File: src/rtl/bin2bcd_pkg.sv
// Shared types and constants for the sequential binary-to-BCD converter.
package bin2bcd_pkg;

  typedef enum logic {
    IDLE  = 1'b0,
    SHIFT = 1'b1
  } state_t;

  localparam int unsigned BCD_DIGIT_W    = 4;
  localparam int unsigned BCD_ADJ_THRESH = 5;
  localparam int unsigned BCD_ADJ_ADD    = 3;

  // Smallest digit count d with 10^d > 2^width - 1.
  function automatic int unsigned min_digits(input int unsigned width);
    longint unsigned maxv;
    longint unsigned pow10;
    int unsigned     d;
    maxv  = (64'd1 << width) - 64'd1;
    pow10 = 64'd10;
    d     = 1;
    for (int i = 0; i < 20; i++) begin
      if (pow10 <= maxv) begin
        d     = d + 1;
        pow10 = pow10 * 64'd10;
      end
    end
    return d;
  endfunction

endpackage

File: src/rtl/bin2bcd_seq_digit_adj.sv
// One double-dabble digit slice: add 3 when the digit is 5 or more (no carry out).
module bcd_digit_adj
  import bin2bcd_pkg::*;
(
  input  logic [BCD_DIGIT_W-1:0] d,
  output logic [BCD_DIGIT_W-1:0] q_c
);

  always_comb begin
    q_c = d;
    if (d >= BCD_DIGIT_W'(BCD_ADJ_THRESH)) q_c = d + BCD_DIGIT_W'(BCD_ADJ_ADD);
  end

endmodule

File: src/rtl/bin2bcd_seq.sv
// Sequential shift-and-add-3 binary-to-BCD converter, one input bit per clock.
module bin2bcd_seq
  import bin2bcd_pkg::*;
#(
  parameter int unsigned WIDTH  = 8,
  parameter int unsigned DIGITS = 3
) (
  input  logic                            clk,
  input  logic                            rst,
  input  logic                            start,
  input  logic [WIDTH-1:0]                bin,
  output logic                            busy,
  output logic                            done,
  output logic [BCD_DIGIT_W*DIGITS-1:0]   bcd
);

  localparam int unsigned BCD_W = BCD_DIGIT_W * DIGITS;
  localparam int unsigned CNT_W = $clog2(WIDTH + 1);

  if (DIGITS < min_digits(WIDTH)) begin : g_bad_digits
    $fatal(1, "bin2bcd_seq: DIGITS=%0d too small for WIDTH=%0d", DIGITS, WIDTH);
  end

  state_t             state_q, state_d;
  logic [WIDTH-1:0]   shreg_q, shreg_d;
  logic [BCD_W-1:0]   scratch_q, scratch_d;
  logic [BCD_W-1:0]   adj_c;
  logic [CNT_W-1:0]   cnt_q, cnt_d;
  logic               busy_d, done_d;
  logic [BCD_W-1:0]   bcd_d;

  for (genvar g = 0; g < DIGITS; g++) begin : g_adj
    bcd_digit_adj u_adj (
      .d   (scratch_q[g*BCD_DIGIT_W +: BCD_DIGIT_W]),
      .q_c (adj_c[g*BCD_DIGIT_W +: BCD_DIGIT_W])
    );
  end

  always_ff @(posedge clk) begin
    if (rst) begin
      state_q   <= IDLE;
      shreg_q   <= '0;
      scratch_q <= '0;
      cnt_q     <= '0;
      busy      <= 1'b0;
      done      <= 1'b0;
      bcd       <= '0;
    end else begin
      state_q   <= state_d;
      shreg_q   <= shreg_d;
      scratch_q <= scratch_d;
      cnt_q     <= cnt_d;
      busy      <= busy_d;
      done      <= done_d;
      bcd       <= bcd_d;
    end
  end

  always_comb begin
    state_d   = state_q;
    shreg_d   = shreg_q;
    scratch_d = scratch_q;
    cnt_d     = cnt_q;
    busy_d    = 1'b0;
    done_d    = 1'b0;
    bcd_d     = bcd;
    unique case (state_q)
      IDLE: begin
        if (start) begin
          shreg_d   = bin;
          scratch_d = '0;
          cnt_d     = CNT_W'(WIDTH);
          busy_d    = 1'b1;
          state_d   = SHIFT;
        end
      end
      SHIFT: begin
        // Adjust every digit first, then shift the combined register left.
        {scratch_d, shreg_d} = {adj_c, shreg_q} << 1;
        cnt_d  = cnt_q - CNT_W'(1);
        busy_d = 1'b1;
        if (cnt_q == CNT_W'(1)) begin
          bcd_d   = scratch_d;
          done_d  = 1'b1;
          busy_d  = 1'b0;
          state_d = IDLE;
        end
      end
      default: state_d = IDLE;
    endcase
  end

endmodule

File: config.mk
export PLATFORM = sky130hd
export DESIGN_NAME = bin2bcd_seq
export DESIGN_NICKNAME = d
export VERILOG_FILES = /design/src/rtl/bin2bcd_pkg.sv /design/src/rtl/bin2bcd_seq_digit_adj.sv /design/src/rtl/bin2bcd_seq.sv
export SDC_FILE = /design/constraint.sdc
export NUM_CORES = 1
export LEC_CHECK = 0
export ABC_AREA = 1
export BUFFER_PORTS_ARGS = -buffer_cell sky130_fd_sc_hd__clkbuf_2
export CELL_PAD_IN_SITES_DETAIL_PLACEMENT = 1
export CELL_PAD_IN_SITES_GLOBAL_PLACEMENT = 2
export CORE_MARGIN = 2
export CORE_UTILIZATION = 28
export DETAILED_ROUTE_END_ITERATION = 10
export HOLD_SLACK_MARGIN = 0.08
export PLACE_DENSITY = 0.81
export SYNTH_ARGS = -nofsm -noshare
export SYNTH_HDL_FRONTEND = slang
export SYNTH_SLANG_ARGS = --single-unit
File: constraint.sdc
create_clock -name clk -period 1.2 [get_ports clk]
set_input_delay 0.18 -clock clk [delete_from_list [all_inputs] [get_ports clk]]
set_output_delay 0.18 -clock clk [all_outputs]
set_load 0.01 [all_outputs]
==> impl_metrics.json <==
{
  "coreArea_um2": 6241,
  "cp_num_buf_inv": 3,
  "synth_cells": 247,
  "finalSetupViolations": 3,
  "port_buffers": 24,
  "slowest_stage": "dfxtp_2",
  "clkPwrFrac_pct": 40.2,
  "drive_above_1_share_pct": 45.03,
  "hold_class": "in -> reg",
  "grt_pass1_wl_um": 7907,
  "wirelength_um": 5421,
  "p_leak_nw": 1.297,
  "synth_top_family_by_area": "simple AND/OR/NAND/NOR gates",
  "skew_ns": 0.01284,
  "design.die.area_um2": 7022,
  "finalHoldViolCount": 0,
  "fin_ws_ns": -0.05397,
  "drtIter0Drc": 91,
  "avgSynthCellArea_um2": 7.218,
  "critPathLaunchType": "flop",
  "antenna_found_initial": 0,
  "fin_setup_tns_ns": -0.09148,
  "max_stage_delay_ns": 0.33,
  "finalMaxSlewViolations": 0,
  "synth_compound_area_share_pct": 8.421,
  "syn_nets": 266,
  "synthAdderAreaFrac_pct": 5.614,
  "final_core_util_pct": 43.06,
  "critical_path.endpoint_type": "flop",
  "synthSimpleGateAreaFrac_pct": 33.54,
  "max_freq_ghz": 0.7975,
  "synth_area_um2": 1783,
  "start_util_pct": 28.57,
  "internal_power_mw": 2.048,
  "final_common_cell": "nand2_1",
  "placementRows": 29,
  "io-pin-count": 25,
  "fin_crit_sh_pct": 104.5,
  "firstDrtPassIters": 4,
  "clock_path_buffers": 2,
  "cts_sinks": 38,
  "switchingPower_uw": 667.5,
  "violations": "setup timing",
  "ir_drop_mv": 0.6397,
  "cts_tree": "built",
  "place_congestion": 0.8067,
  "seq_power_share_pct": 48.5,
  "cp.required_ns": 1.38,
  "cp_top_family": "flip-flops",
  "path_class": "reg -> reg",
  "yosysSeqAreaShare_pct": 42.67,
  "synthMuxAreaShare_pct": 0,
  "relSlewSlack_pct": 79.39,
  "die_x_um": 83.80,
  "clkLatencyLatePin_ns": 0.29,
  "fin_crit_ns": 1.254,
  "grt_overflow": 0,
  "cts_buffers": 5,
  "p_comb_share_pct": 11.3,
  "die_y_um": 83.80,
  "grt_use_total_pct": 13.98,
  "multiInputGateArea_um2": 1129,
  "antenna_cells": 0,
  "clk_pin_slew_ns": 0.08,
  "drc": 0,
  "vias": 1778,
  "synthXorXnorAreaFrac_pct": 0,
  "tightest_slew_ns": 0.3088,
  "syn_to_final_growth_pct": 50.74,
  "yosys_warnings": 0,
  "rsz0062_at_grt": "true",
  "p_per_area_nw_per_um2": 1010,
  "via_per_inst": 4.691,
  "postRouteAntennaNets": 0,
  "crit_chain": "inv_2 -> ha_4 -> inv_4 -> nand2_4 -> nand4_1 -> buf_4 -> nand3_2 -> nand2_1",
  "clockRootBuffer": "clkbuf_8",
  "synth.distinct_cells": 21,
  "wl_per_cell_um": 14.30,
  "maxCapViolCount": 0,
  "ys_ff_latch": 38,
  "arrival_ns": 1.43,
  "fill_cells": 765,
  "layout_common_cells": "nand2_1, dfxtp_1, clkbuf_2",
  "cts-hold-fix-buffers": 0,
  "status": "finished with violations",
  "switching_share_pct": 24.58,
  "crit_fanout": 3,
  "seqCellArea_um2": 779.5,
  "nets": 320,
  "dp_hpwl_um": 3279,
  "htree_levels": 2,
  "grt_max_degree": 24,
  "grt_pass1_vias": 1716
}
[registers in the layout, indices dropped and copies added (netlist names)]
signal and flops:
shreg_q 8, scratch_q 12, state_q 1, done 1
cnt_q 4, bcd 12
[power groups by stage]
| stage | registers [mW] | logic (mW) | clock network (mW) |
|---|---|---|---|
| final | 1.32 | 0.307 | 1.09 |
| after global routing | 1.32 | 0.340 | 1.17 |
| after CTS | 1.32 | 0.284 | 1.11 |
| after detailed placement | 1.34 | 0.261 | 0 |
| after global placement | 1.34 | 0.252 | 0 |
| after floorplan | 1.34 | 0.159 | 0 |
[logic make-up after synthesis]
kind of cell,after synthesis
compound gates,29
fa+ha+maj,8
buf+inv,38
flops,38
simple gates,134
[per-layer routing]
layer / track usage [%] / up-vias / wire (um)
met5: 0 / - / 0
met3: 2.770 / 9 / 111
li1: - / 897 / -
met2: 24.15 / 27 / 2837
met4: 5.572 / 0 / 81
met1: 16.98 / 845 / 2391
[path summary, 6_finish.rpt]
check | from | endpoint | slack [ns] | depth (start not counted)
worst max-delay path | scratch_q[9] | bcd[9] | -0.05 | 8
worst min-delay path | bin[0] | shreg_q[0] | 0.13 | 3
worst max register to register | scratch_q[9] | bcd[9] | -0.05 | 8
worst min register to register | bcd[1] | bcd[1] | 0.45 | 2
[synthesized netlist by cell type]
cell type | number | area (um2)
nor4_1 | 1 | 6.260
buf_2 | 4 | 20.02
or2_1 | 1 | 6.260
nor2_1 | 2 | 7.510
ha_1 | 8 | 100.1
nor2_4 | 3 | 33.78
dfxtp_1 | 38 | 760.7
o21ai_0 | 5 | 25.02
nor2_2 | 1 | 6.260
nand2_1 | 92 | 345.3
nor3_1 | 2 | 10.01
buf_4 | 3 | 22.52
inv_1 | 25 | 93.84
nand3_1 | 26 | 130.1
nand4_4 | 1 | 21.27
a22oi_1 | 2 | 15.01
inv_2 | 4 | 15.01
a21oi_1 | 19 | 95.09
o21ai_1 | 3 | 15.01
nand4_1 | 5 | 31.28
buf_6 | 2 | 22.52
[layout make-up]
| type | instances | share of cell area (%) |
|---|---|---|
| Clock buffer | 7 | 2.840 |
| Multi-Input combinational cell | 171 | 41.99 |
| Clock inverter | 1 | 1.117 |
| Inverter | 29 | 4.236 |
| Timing Repair Buffer | 56 | 17.23 |
| Sequential cell | 38 | 29.00 |
| Tap cell | 77 | 3.585 |
[stage by stage]
step / instance area [um2] / instances / hold WS [ns] / setup WS [ns] / power, mW
after floorplan: 1788 / 247 / 0.3227 / 0.02789 / 1.497
after detailed placement: 2150 / 362 / 0.4334 / -0.1032 / 1.605
after global placement: 2150 / 362 / 0.4292 / -0.08488 / 1.594
after global routing: 2688 / 379 / 0.1513 / -0.1147 / 2.832
final: 2688 / 379 / 0.1279 / -0.05397 / 2.716
after CTS: 2410 / 373 / 0.1227 / -0.03123 / 2.707
[what timing repair did]
item,4_1_cts,5_1_grt
setup endpoints to repair,24,28
buffers inserted,2,5
endpoints found under the hold margin,0,0
pin swaps,8,23
cloned,1,1
gates resized for setup,31,59
[tightest hold or removal path, cell delays in order]
cell	delay (ns)
clkbuf_2	0.08
nand2_1	0.06
a21oi_1	0.05
(Power assumes the default switching activity.)
